==> src/rtl/video_tile_scanout_pkg.sv <==
// Shared types for the tile scanout: fetch FSM states and the read-address tag
// that travels alongside the video-memory latency.
package video_tile_scanout_pkg;

  typedef enum logic [1:0] {
    ST_IDLE  = 2'd0,
    ST_FETCH = 2'd1,
    ST_DRAIN = 2'd2
  } fetch_state_t;

  typedef struct packed {
    logic       live;
    logic [4:0] col;
  } rd_tag_t;

endpackage

==> src/rtl/video_tile_scanout_line_buffer.sv <==
// Two 32-entry banks of 3-bit tile colours: synchronous write, asynchronous read.
module video_tile_scanout_line_buffer (
  input  logic       clk,
  input  logic       wr_en,
  input  logic       wr_bank,
  input  logic [4:0] wr_index,
  input  logic [2:0] wr_data,
  input  logic       rd_bank,
  input  logic [4:0] rd_index,
  output logic [2:0] rd_data
);

  logic [2:0] cells [2][32];

  always_ff @(posedge clk) begin
    if (wr_en) cells[wr_bank][wr_index] <= wr_data;
  end

  assign rd_data = cells[rd_bank][rd_index];

endmodule

==> src/rtl/video_tile_scanout.sv <==
// Tile-row prefetch into a double-buffered line buffer during hblank, then
// per-pixel colour streaming with syncs delayed to match the 1-cycle pixel latency.
//
//  state    | meaning
//  ST_IDLE  | no fetch in flight, read address holds last value
//  ST_FETCH | issuing one tile-cell address per cycle, cols 0..TILES_X-1
//  ST_DRAIN | waiting RD_LATENCY cycles for the last read data to land
module video_tile_scanout
  import video_tile_scanout_pkg::*;
#(
  parameter int   H_VISIBLE  = 640,
  parameter int   V_VISIBLE  = 480,
  parameter int   V_TOTAL    = 525,
  parameter int   TILES_X    = 20,
  parameter int   RD_LATENCY = 1,
  parameter logic SYNC_IDLE  = 1'b1
) (
  input  logic       Clock,
  input  logic       Reset,
  input  logic [9:0] iColumnCount,
  input  logic [9:0] iRowCount,
  input  logic       iHorizontalSync,
  input  logic       iVerticalSync,
  output logic [9:0] oReadAddress,
  input  logic [2:0] iReadData,
  output logic [2:0] oRGB,
  output logic       oHorizontalSync,
  output logic       oVerticalSync,
  output logic       oFetchBusy,
  output logic       oUnderrun
);

  localparam int DRAIN_W = $clog2(RD_LATENCY + 1);

  fetch_state_t       state;
  logic [4:0]         tile_row;
  logic [4:0]         col_cnt;
  logic [DRAIN_W-1:0] drain_cnt;
  logic               addr_live;
  rd_tag_t            tag_pipe [RD_LATENCY];
  logic               front_sel;
  logic [1:0]         buf_valid;

  logic       trig_line, trig_frame, trigger, swap_now, visible;
  logic       fetch_done, rd_bank, rd_valid;
  logic [4:0] target_row;
  logic [2:0] rd_data;

  assign trig_line  = (iRowCount < 10'(V_VISIBLE - 1)) && (iRowCount[3:0] == 4'hF);
  assign trig_frame = (iRowCount == 10'(V_TOTAL - 1));
  assign trigger    = (iColumnCount == 10'(H_VISIBLE)) && (trig_line || trig_frame);
  assign target_row = trig_frame ? 5'd0 : 5'((iRowCount + 10'd1) >> 4);
  assign swap_now   = (iColumnCount == 10'd0) && (iRowCount < 10'(V_VISIBLE)) &&
                      (iRowCount[3:0] == 4'h0);
  assign visible    = (iColumnCount < 10'(H_VISIBLE)) && (iRowCount < 10'(V_VISIBLE));
  assign fetch_done = (state == ST_DRAIN) && (drain_cnt == '0);

  // The first pixel of a tile row must already see the freshly swapped-in buffer.
  assign rd_bank  = swap_now ? ~front_sel : front_sel;
  assign rd_valid = buf_valid[rd_bank];

  always_ff @(posedge Clock) begin
    if (Reset) begin
      state        <= ST_IDLE;
      oReadAddress <= '0;
      tile_row     <= '0;
      col_cnt      <= '0;
      drain_cnt    <= '0;
      addr_live    <= 1'b0;
      oFetchBusy   <= 1'b0;
    end else begin
      addr_live <= 1'b0;
      case (state)
        ST_IDLE: begin
          if (trigger) begin
            state        <= ST_FETCH;
            tile_row     <= target_row;
            oReadAddress <= {target_row, 5'd0};
            addr_live    <= 1'b1;
            col_cnt      <= 5'd1;
            oFetchBusy   <= 1'b1;
          end
        end
        ST_FETCH: begin
          oReadAddress <= {tile_row, col_cnt};
          addr_live    <= 1'b1;
          col_cnt      <= col_cnt + 5'd1;
          if (col_cnt == 5'(TILES_X - 1)) begin
            state     <= ST_DRAIN;
            drain_cnt <= DRAIN_W'(RD_LATENCY);
          end
        end
        ST_DRAIN: begin
          if (drain_cnt == '0) begin
            state      <= ST_IDLE;
            oFetchBusy <= 1'b0;
          end else begin
            drain_cnt <= drain_cnt - 1'b1;
          end
        end
        default: begin
          state      <= ST_IDLE;
          oFetchBusy <= 1'b0;
        end
      endcase
    end
  end

  // Column tag follows each address so returning data lands at the right index.
  always_ff @(posedge Clock) begin
    if (Reset) begin
      for (int i = 0; i < RD_LATENCY; i++) tag_pipe[i] <= '0;
    end else begin
      tag_pipe[0] <= {addr_live, oReadAddress[4:0]};
      for (int i = 1; i < RD_LATENCY; i++) tag_pipe[i] <= tag_pipe[i-1];
    end
  end

  always_ff @(posedge Clock) begin
    if (Reset) begin
      front_sel <= 1'b0;
      buf_valid <= 2'b00;
      oUnderrun <= 1'b0;
    end else begin
      oUnderrun <= 1'b0;
      if (swap_now) begin
        front_sel            <= ~front_sel;
        buf_valid[front_sel] <= 1'b0;
        if (state != ST_IDLE) oUnderrun <= 1'b1;
      end
      if (fetch_done) buf_valid[~front_sel] <= 1'b1;
    end
  end

  video_tile_scanout_line_buffer u_line_buffer (
    .clk      (Clock),
    .wr_en    (tag_pipe[RD_LATENCY-1].live),
    .wr_bank  (~front_sel),
    .wr_index (tag_pipe[RD_LATENCY-1].col),
    .wr_data  (iReadData),
    .rd_bank  (rd_bank),
    .rd_index (iColumnCount[9:5]),
    .rd_data  (rd_data)
  );

  always_ff @(posedge Clock) begin
    if (Reset) begin
      oRGB            <= 3'b000;
      oHorizontalSync <= SYNC_IDLE;
      oVerticalSync   <= SYNC_IDLE;
    end else begin
      oRGB            <= (visible && rd_valid) ? rd_data : 3'b000;
      oHorizontalSync <= iHorizontalSync;
      oVerticalSync   <= iVerticalSync;
    end
  end

endmodule

==> config.mk <==
export PLATFORM = sky130hd
export DESIGN_NAME = video_tile_scanout
export DESIGN_NICKNAME = d
export VERILOG_FILES = /design/src/rtl/video_tile_scanout_pkg.sv /design/src/rtl/video_tile_scanout_line_buffer.sv /design/src/rtl/video_tile_scanout.sv
export SDC_FILE = /design/constraint.sdc
export NUM_CORES = 1
export LEC_CHECK = 0
export ABC_AREA = 1
export CORE_MARGIN = 2
export CORE_UTILIZATION = 50
export DETAILED_ROUTE_END_ITERATION = 16
export PLACE_DENSITY_LB_ADDON = 0.25
export SYNTH_ARGS = -nofsm -noshare
export SYNTH_HDL_FRONTEND = slang
export SYNTH_HIERARCHICAL = 1
export SYNTH_SLANG_ARGS = --single-unit
==> constraint.sdc <==
create_clock -name Clock -period 5.65 [get_ports Clock]
set_input_delay 1.4125 -clock Clock [delete_from_list [all_inputs] [get_ports Clock]]
set_output_delay 1.4125 -clock Clock [all_outputs]
set_load 0.01 [all_outputs]
After elaboration in Yosys (flattened, before gate mapping)
Memory sizes are Yosys's and may differ from the RTL's.
Cells that the tools add are included.

word-level totals
  register bits = 34
  RAM bits = 198
  input port bits = 27
  logic and storage cells = 113
  memories kept = 2

operators by class
  $add $sub $neg = 3
  order comparisons = 11
  equal/unequal tests = 9
  multiplexer cells = 40
  bitwise logic cells = 10
  reduce and logical (&&, ||, !) cells = 25

memory list
  name                 depth  bits a word  read ports  clocked after memory_dff  wr ports  line                                  source
  u_line_buffer.cells  2      96           1           0                         1         video_tile_scanout_line_buffer.sv:13  logic [2:0] cells [2][32];
  tag_pipe             1      6            1           0                         1         video_tile_scanout.sv:40              rd_tag_t tag_pipe [RD_LATENCY];

operator list
  kind                                                       number
  two-way mux 96 bit                                         1
  == test 10 bit (second input constant)                     2
  < comparator 10 x 9 -> 1 bit (second input constant)       2
  one-hot mux 10 bit (2 select lines)                        1
  two-way mux 1 bit                                          16
  binary-select mux 3 bit (select 5 bit)                     1
  demux 3 bit (select 5 bit)                                 1
  greater-or-equal comparator 6 bit (second input constant)  2
  two-way mux 2 bit                                          6
  NOT 5 -> 6 bit                                             2
  logical AND 1 bit                                          10
  zero test 10 bit                                           1
  < comparator 10 bit (second input constant)                1
  two-way mux 10 bit                                         1
  two-way mux 5 bit                                          2
  one-hot mux 5 bit (2 select lines)                         1
  adder 9 x 1 -> 9 bit (second input constant)               1
  two-way mux 3 bit                                          3
  < comparator 1 x 2 -> 1 bit (second input constant)        3
  < comparator 6 x 1 -> 1 bit (second input constant)        1
  two-way mux 6 bit                                          1
  inequality test 2 bit (second input constant)              3
  one-hot mux 2 bit (3 select lines)                         1
  AND reduction 2 bit                                        3
  other kinds (21)                                           32

Longest topological paths before layout
Gate-level depths: netlist of run 1.

  depth in word-level cells = 10
  depth in mapped cells = 22
  depth with buffers taken out = 19

Hierarchy
The synthesis of run 1 kept the hierarchy.

by module, submodules not included
  module                          times used  cells an instance  area each (µm²)
  video_tile_scanout_line_buffer  1           757                8,241.7
  video_tile_scanout              1           258                1,966.9

Least setup slack after synthesis of run 1
OpenSTA, ideal clock, no wires.

  path type = input-to-reg
  from = input iColumnCount[3]
  to = register oRGB[1]
  library setup time = 111 ps
  arrival = 3,059 ps
  setup slack = 2,480 ps
  stages on the path = 21
  cells stage by stage = nor2_1 > nand2_1 > inv_1 > nand2_1 > nor2_1 > nand3_1 > nand2_1 > buf_6 > inv_4 > buf_6 > buf_4 > nand2_1 > nand3_1 > nand3_1 > nand2_1 > nand2_1 > nand3_1 > nand3_1 > nand2_1 > inv_1 > nor2_1

RTL lines
  item                                                  line                                  source
  start, declared                                       video_tile_scanout.sv:20              input logic [9:0] iColumnCount,
  zero test 10 bit                                      video_tile_scanout.sv:53              assign swap_now = (iColumnCount == 10'd0) && (iRowCount < 10'(V_VISIBLE)) &&
  logical AND 1 bit (2 in a row)                        video_tile_scanout.sv:53
  two-way mux 1 bit                                     n/a
  net rd_bank                                           video_tile_scanout.sv:45              logic fetch_done, rd_bank, rd_valid;
  memory (2 x 96 bit)                                   n/a
  binary-select mux 3 bit (select 5 bit)                video_tile_scanout_line_buffer.sv:19  assign rd_data = cells[rd_bank][rd_index];
  two-way mux 3 bit (not written as such) (2 in a row)  video_tile_scanout_line_buffer.sv:19
  net rd_data[1]                                        video_tile_scanout.sv:47              logic [2:0] rd_data;
  end signal, assigned                                  video_tile_scanout.sv:152             oRGB <= (visible && rd_valid) ? rd_data : 3'b000;
  end, declared                                         video_tile_scanout.sv:26              output logic [2:0] oRGB,

The timed path passes the listed nets, and every way through them passes these cells. The select of a mux whose other input is x is not followed.
A chain may end at the register's enable or synchronous reset.

Worst setup path in the final report of run 1
  from = input iColumnCount[7]
  to = register oRGB[2]

Same word-level chain as after synthesis.

==> results.yml, run 1 <==
status:
  run_status: "completed"
logic_synthesis:
  avgSynthCellArea_um2: 10.1
  post-synth-top-area-fraction: 0.565
  synth_area_leaders: "edfxtp_1 56%, nand2_1 11%, nand3_1 8.8%"
  synth_nets: 1043
  yosysTopAreaCell: "edfxtp_1"
  seq_area_frac_synth: 0.643
  synth_area_um2: 10200
  ys_ff_latch: 232
  synth.distinct_cells: 37
  syn_inst: 1015
  yosys_warnings: 6
timing:
  slew_headroom: 0.344
  hold_viol: 0
  timing.hold.ws_ps: 399
  tightestPinTransition_ps: 983
  finalCritPeriodShare: 0.781
  fin_skew_ps: 6.21
  fmaxAchievable_mhz: 227
  final-setup-viol-count: 0
  tns_ps: 0
  slew_viol_final: 0
  rsz0062_at_grt: "no"
  fin_crit_ps: 4410
placement:
  port_buffers: 43
  dp_hpwl_mm: 13.8
  place_congestion: 0.842
  placedCellCount: 1287
worst_setup_path:
  cp.arrival_ps: 4850
  reg2reg_slack_ps: 2490
  cp_cell_sequence: "clkdlybuf4s50_1 > nor2_1 > nand3_1 > nor2_1 > nand3_1 > nand2_2 > buf_4 > nand2_1 > nand3_1 > nand3_1 > nand2_1 > nand2_1 > nand3_1 > nand3_1 > nand2_1 > inv_1 > nor2_1"
  start_kind: "input pin"
  path_max_fanout: 96
  slowest_stage: "buf_4"
  worst_path_largest_cell_delay_ps: 760
  r2r_cells: 14
  worst-endpoint-required_ps: 6090
  crit_path_end_kind: "flip-flop"
  critPathMostFrequentCell: "nand3_1"
  worstSetupPathType: "in -> reg"
  r2r-end: "oRGB[2]"
  reg2reg_from: "front_sel"
floorplanning:
  dieArea_um2: 21600
  die_height_um: 147
  num_rows: 52
  start_util: 0.508
  io_pins: 44
  die_w_um: 147
  coreArea_um2: 20100
power_and_ir_drop:
  peakVddDrop_v: 0.000189
  finalPower_mw: 3.39
  p_per_area_nw_per_um2: 296
  p_leak_nw: 4.17
routing:
  drt_iter0_markers: 682
  avgViaCountPerCell: 5.35
  via_count: 7119
  ant_nets: 0
  routedWlPerCell_um: 17.1
  routed_wirelength_mm: 22.7
  dr.pass1.iters: 5
  drc: 0
finish:
  instances_no_fill: 1330
  final_nets: 1071
  synthToLayoutAreaGrowth_pct: 12.2
  final_common_cell: "nand2_1"
  drive_gt1_frac: 0.0896
  final_cell_mix: "306 x nand2_1, 192 x edfxtp_1, 179 x nand3_1"
  antennaDiodeCount: 0
worst_hold_path:
  hold_path_class: "reg -> reg"
  holdPathStages: 2
  hp-start: "addr_live"
  holdPathEnd: "tag_pipe[0][5]"
global_route:
  grt_antenna_before_repair: 0
  grt_usage: 0.213
  gr-total-overflow: 0
  grt_pass1_wl_mm: 36.4
  grt_max_degree: 97
  grt_pass1_vias: 7048
cts:
  cts-htree-levels: 1
  cts_tree: "built"
  cts_buffers: 24
  cts-root-buf: "clkbuf_16"
  clk_pin_slew_worst_paths_ps: 60
  post_cts_buffers: 0
  cts_hold_buf: 0
  post_cts_resized: 0
  clk_latency_ps: 500
  clkSinkCount: 232
  cts.path.max_buffers: 3
run:
  maxCapViolCount: 0
cells in the mapped netlist, drive strengths merged:
master / n
or2: 3
nand3b: 1
o22ai: 5
nor3: 52
nand2: 317
xor2: 2
nor2: 61
a21oi: 23
a211oi: 1
o21a: 2
nand3: 187
o21ai: 3
clkbuf: 15
edfxtp: 192
dfxtp: 40
buf: 38
ha: 1
inv: 66
and2: 1
nor4: 1
nand4: 4
worst max-delay path, delay by kind of cell:
family,cells,cell delay [ps]
buf+inv,3,1490
simple gates,14,1890
sequential cells by signal, indices dropped and copies added, names as in the netlist, 2 cells and up:
name	count
tag_pipe	6
buf_valid	2
state	2
tile_row	5
col_cnt	5
oRGB	3
u_line_buffer/cells	192
oReadAddress	10
final cells by class:
class / count / area (um^2)
flip-flops and latches: 232 / 6570
repair buffers: 55 / 513
well taps: 270 / 338
clock inverters: 16 / 68.8
clock buffers: 27 / 633
multi-input cells: 664 / 3080
fillers: 1682 / 8650
inverters: 66 / 250
worst max-delay path by stage:
stage | start | slack (ps) | endpoint | depth (start not counted)
final | iColumnCount[7] | 1240 | oRGB[2] | 17
after global routing | iColumnCount[7] | 840 | oRGB[2] | 17
after CTS | iColumnCount[7] | 1360 | oRGB[1] | 17
after detailed placement | iColumnCount[7] | 820 | oRGB[0] | 17
after global placement | iColumnCount[7] | 920 | oRGB[0] | 17
after floorplan | iColumnCount[3] | 2480 | oRGB[1] | 21
per-stage QoR:
| stage | worst slack [ps] | util | area [um^2] |
|---|---|---|---|
| 6_report | 1240 | 0.570 | 11500 |
| 5_1_grt | 844 | 0.570 | 11500 |
| 4_1_cts | 1360 | 0.570 | 11500 |
| 3_5_place_dp | 820 | 0.535 | 10800 |
| 3_3_place_gp | 918 | 0.535 | 10800 |
| 2_1_floorplan | 2480 | - | 10200 |
cell families after synthesis:
| family | Yosys count | synth area share |
|---|---|---|
| adder cells (fa/ha/maj) | 1 | 0.00123 |
| flip-flops | 232 | 0.643 |
| AO/OA/AOI/OAI | 34 | 0.0254 |
| AND/OR/NAND/NOR | 627 | 0.273 |
| buffers and inverters | 119 | 0.0550 |
| XOR/XNOR | 2 | 0.00172 |
metal layers:
metal | global-route usage | routed length, um | vias up
met1 | 0.286 | 9790 | 3343
met2 | 0.362 | 11000 | 221
met3 | 0.0345 | 1460 | 47
met5 | 0 | 0 | -
li1 | - | - | 3508
met4 | 0.0582 | 516 | 0
report_power, final:
part / total [mW] / internal (mW) / leakage, nW / switching (mW)
registers: 1.85 / 1.85 / 2.05 / 0.000173
logic: 0.137 / 0.0429 / 1.77 / 0.0943
clock network: 1.40 / 0.798 / 0.352 / 0.601
total: 3.39 / 2.69 / 4.17 / 0.696
Note: power is estimated with default switching activity, not from simulation.
==> run 2, diff against run 1 <==
==> constraint.sdc (replaced) <==
create_clock -name Clock -period 4.45 [get_ports Clock]
set_input_delay 1.1125 -clock Clock [delete_from_list [all_inputs] [get_ports Clock]]
set_output_delay 1.1125 -clock Clock [all_outputs]
set_load 0.01 [all_outputs]
==> results.yml, run 2 (synthesis results as in run 1) <==
timing:
  fin_skew_ps: 6.90
  fin_crit_ps: 3500
  hold_viol: 0
  final-setup-viol-count: 0
  rsz0062_at_grt: "no"
  slew_viol_final: 0
  tightestPinTransition_ps: 1060
  fmaxAchievable_mhz: 286
  slew_headroom: 0.295
  finalCritPeriodShare: 0.787
  tns_ps: 0
floorplanning:
  num_rows: 52
  start_util: 0.508
  die_w_um: 147
  die_height_um: 147
  dieArea_um2: 21600
  io_pins: 44
  coreArea_um2: 20100
cts:
  cts.path.max_buffers: 3
  clkSinkCount: 232
  cts_tree: "built"
  cts-root-buf: "clkbuf_16"
  clk_latency_ps: 510
  post_cts_buffers: 0
  cts_buffers: 24
  cts-htree-levels: 1
  cts_hold_buf: 0
  post_cts_resized: 0
  clk_pin_slew_worst_paths_ps: 60
power_and_ir_drop:
  peakVddDrop_v: 0.000291
  p_per_area_nw_per_um2: 385
  finalPower_mw: 4.45
  p_leak_nw: 4.20
worst_setup_path:
  path_buf_inv: 4
  cp.arrival_ps: 3950
  worstSetupPathType: "in -> reg"
  worst-endpoint-required_ps: 4900
  crit_start: "iColumnCount[8]"
  start_kind: "input pin"
  crit_path_end_kind: "flip-flop"
  cp_cell_sequence: "clkdlybuf4s50_1 > nor2_1 > nand3_1 > nor2_1 > nand2_2 > nand2_2 > nand2_2 > inv_4 > buf_4 > nand2_1 > nand3_1 > nand3_1 > nand2_1 > nand2_1 > nand3_1 > nand3_1 > nand2_1 > inv_1 > nor2_1"
  reg2reg_from: "front_sel"
  path_max_fanout: 38
  slowest_stage: "clkdlybuf4s50_1"
  worst_path_largest_cell_delay_ps: 580
  critPathMostFrequentCell: "nand3_1"
  cp_top_family: "simple AND/OR/NAND/NOR gates"
routing:
  routed_wirelength_mm: 22.6
  drt_iter0_markers: 667
  ant_nets: 0
  dr.pass1.iters: 5
  drc: 0
  routedWlPerCell_um: 17.0
  avgViaCountPerCell: 5.41
  via_count: 7210
finish:
  largest_register_ffs: 192
  fin_util: 0.574
  antennaDiodeCount: 0
  synthToLayoutAreaGrowth_pct: 13.1
  nFillCells: 1689
  top_regs: "u_line_buffer/cells (192), oReadAddress (10), tag_pipe (6)"
  drive_gt1_frac: 0.0942
  final_common_cell: "nand2_1"
  design_area_um2: 11500
  final_nets: 1074
  largest_register: "u_line_buffer/cells"
  final_cell_mix: "306 x nand2_1, 192 x edfxtp_1, 179 x nand3_1"
global_route:
  grt_usage: 0.212
  gr-total-overflow: 0
  grt_pass1_wl_mm: 36.4
  grt_pass1_vias: 7181
  grt_antenna_before_repair: 0
  grt_max_degree: 97
run:
  maxCapViolCount: 0
placement:
  port_buffers: 43
  dp_hpwl_mm: 13.9
  post_dp_cell_area_um2: 10800
  place_congestion: 0.851
worst_hold_path:
  hold_path_class: "reg -> reg"
  hp-start: "addr_live"
status:
  run_status: "completed"
==> run 2: final cells by class <==
class / count / area, um^2 / area share
clock inverters: 13 / 121 / 0.0105
inverters: 66 / 250 / 0.0217
well taps: 270 / 338 / 0.0293
flip-flops and latches: 232 / 6570 / 0.569
multi-input cells: 664 / 3080 / 0.267
repair buffers: 58 / 548 / 0.0475
clock buffers: 29 / 641 / 0.0555
==> run 2: metal layers <==
layer / vias up / track usage / routed length (um)
li1: 3517 / - / -
met1: 3396 / 0.285 / 9760
met2: 242 / 0.354 / 10800
met3: 55 / 0.0292 / 1430
met4: 0 / 0.0817 / 683
met5: - / 0 / 0
==> run 2: worst paths after layout <==
check                   endpoint  slack (ps)  depth (start not counted)
setup / recovery         oRGB[0]         950                         19
setup reg to reg         oRGB[0]        1900                         16
hold / removal    tag_pipe[0][5]         400                          2
hold reg to reg   tag_pipe[0][5]         400                          2
==> run 2: worst min-delay path, stage by stage (launching register included) <==
cell,delay [ps]
dfxtp_1,300
inv_1,40
nor2_1,30
==> run 2: power by group <==
part / switching (mW) / total [mW] / internal (mW)
Clock: 0.787 / 1.92 / 1.14
Sequential: 0.000254 / 2.35 / 2.35
Combinational: 0.119 / 0.174 / 0.0551
Total: 0.907 / 4.45 / 3.54
==> run 2: through the flow <==
stage | hold WS (ps) | setup slack (ps) | std cells
floorplan | 388 | 1580 | 1015
global placement | 397 | 491 | 1290
detailed placement | 396 | 434 | 1290
CTS | 407 | 965 | 1332
global route | 412 | 626 | 1332
finish | 403 | 950 | 1332
==> run 3, diff against run 2 <==
==> constraint.sdc (replaced) <==
create_clock -name Clock -period 3.1 [get_ports Clock]
set_input_delay 0.775 -clock Clock [delete_from_list [all_inputs] [get_ports Clock]]
set_output_delay 0.775 -clock Clock [all_outputs]
set_load 0.01 [all_outputs]
==> results.yml, run 3 (synthesis results as in run 1) <==
finish:
  instances_no_fill: 1361
  design_area_um2: 11900
  antennaDiodeCount: 0
  final_cell_mix: "306 x nand2_1, 192 x edfxtp_1, 179 x nand3_1"
  synthToLayoutAreaGrowth_pct: 16.9
  final_common_cell: "nand2_1"
  drive_gt1_frac: 0.121
  top_regs: "u_line_buffer/cells (192), oReadAddress (10), tag_pipe (6)"
  largest_register: "u_line_buffer/cells"
  final_nets: 1102
  largest_register_ffs: 192
worst_setup_path:
  reg2reg_from: "tag_pipe[0][4]"
  r2r_cells: 4
  crit_path_end_kind: "flip-flop"
  start_kind: "input pin"
  worst-endpoint-required_ps: 3550
  r2r-end: "u_line_buffer/cells[0][26]"
  path_max_fanout: 30
  cp.arrival_ps: 3200
  worstSetupPathType: "in -> reg"
  reg2reg_slack_ps: 950
global_route:
  grt_max_degree: 61
  grt_pass1_wl_mm: 37.8
  gr-total-overflow: 0
  grt_usage: 0.222
  grt_antenna_before_repair: 0
  grt_pass1_vias: 7033
floorplanning:
  dieArea_um2: 21600
  io_pins: 44
  die_w_um: 147
  start_util: 0.508
  coreArea_um2: 20100
  num_rows: 52
  die_height_um: 147
routing:
  via_count: 7333
  top_layer: "met4"
  wl_met2_mm: 11.4
  avgViaCountPerCell: 5.39
  drt_iter0_markers: 740
  drc: 0
  m1WireLength_mm: 10.3
  routedWlPerCell_um: 17.4
  ant_nets: 0
  dr.pass1.iters: 5
  routed_wirelength_mm: 23.7
  wl_met3_mm: 1.42
cts:
  cts_buffers: 24
  clkSinkCount: 232
  cts_tree: "built"
  cts-root-buf: "clkbuf_16"
  clk_pin_slew_worst_paths_ps: 60
  cts_hold_buf: 0
  clk_latency_ps: 520
  cts-htree-levels: 1
  post_cts_buffers: 0
  cts.path.max_buffers: 3
  post_cts_resized: 0
power_and_ir_drop:
  p_seq_frac: 0.499
  internal_power_mw: 5.43
  p_switching_mw: 1.33
  p_leak_nw: 4.43
  finalPower_mw: 6.76
  p_per_area_nw_per_um2: 566
  pwr-share-clk: 0.461
  peakVddDrop_v: 0.000469
  pwr-share-comb: 0.040
  swShare: 0.196
placement:
  port_buffers: 43
  dp_hpwl_mm: 15.5
  placedCellCount: 1318
  post_dp_cell_area_um2: 11100
  place_ws_ps: -146
  place_congestion: 0.902
timing:
  hold_viol: 0
  fin_crit_ps: 2750
  fin_skew_ps: 13.0
  tightestPinTransition_ps: 750
  slew_viol_final: 0
  final-setup-viol-count: 0
  fin_ws_ps: 347
  rsz0062_at_grt: "no"
  slew_headroom: 0.500
  finalCritPeriodShare: 0.888
  fmaxAchievable_mhz: 363
worst_hold_path:
  holdPathStages: 2
  holdPathEnd: "tag_pipe[0][5]"
  hp-start: "addr_live"
  hold_path_class: "reg -> reg"
status:
  run_status: "completed"
run:
  maxCapViolCount: 0
-- run 3: cell count changes in the layout (fill, tap and decap cells not counted), sizes merged --
cell and change:
clkbuf +3, inv +1, clkinvlp -4, clkinv -1
bufinv +2, buf +28
-- run 3: per-layer routing --
layer | up-vias | global-route usage
met5 | - | 0
met4 | 0 | 0.0731
met3 | 47 | 0.0360
met2 | 214 | 0.364
met1 | 3497 | 0.307
li1 | 3575 | -
-- run 3: worst max-delay path by stage --
stage                    startpoint      end  slack, ps
global placement    iColumnCount[6]  oRGB[2]       -120
floorplan           iColumnCount[3]  oRGB[1]        570
global route        iColumnCount[7]  oRGB[0]         70
finish                 iRowCount[0]  oRGB[2]        350
detailed placement     iRowCount[0]  oRGB[2]       -150
CTS                    iRowCount[0]  oRGB[2]        360
-- run 3: area by class of cell --
cell class	count	area (um^2)
well taps	270	338
flip-flops and latches	232	6570
repair buffers	86	821
fillers	1682	8170
clock buffers	32	724
multi-input cells	664	3080
clock inverters	11	153
inverters	66	250
-- run 3: power groups by stage --
stage / sequential (mW) / combinational (mW) / clock, mW
2_1_floorplan: 3.44 / 0.125 / 0
3_3_place_gp: 3.44 / 0.271 / 0
3_5_place_dp: 3.44 / 0.271 / 0
4_1_cts: 3.37 / 0.271 / 3.17
5_1_grt: 3.37 / 0.299 / 3.30
6_report: 3.37 / 0.271 / 3.12
-- run 3: per-stage QoR --
step / setup TNS [ps] / hold WS [ps] / utilization
after floorplan: 0 / 388 / -
after global placement: -275 / 392 / 0.550
after detailed placement: -337 / 398 / 0.550
after CTS: 0 / 410 / 0.594
after global routing: 0 / 426 / 0.594
final: 0 / 408 / 0.594
-- run 3: critical path, stage by stage --
cell and delay, ps:
clkdlybuf4s50_1 440, nor2_1 160, nand3_1 90, nor2_1 240
nand2_2 100, nand2_2 80, nand2_2 110, inv_4 180
buf_12 200, nand2_1 70, nand3_1 80, nand3_1 90
nand2_1 130, nand2_1 70, nand3_1 70, nand3_1 70
nand2_1 70, inv_1 40, nor2_1 110
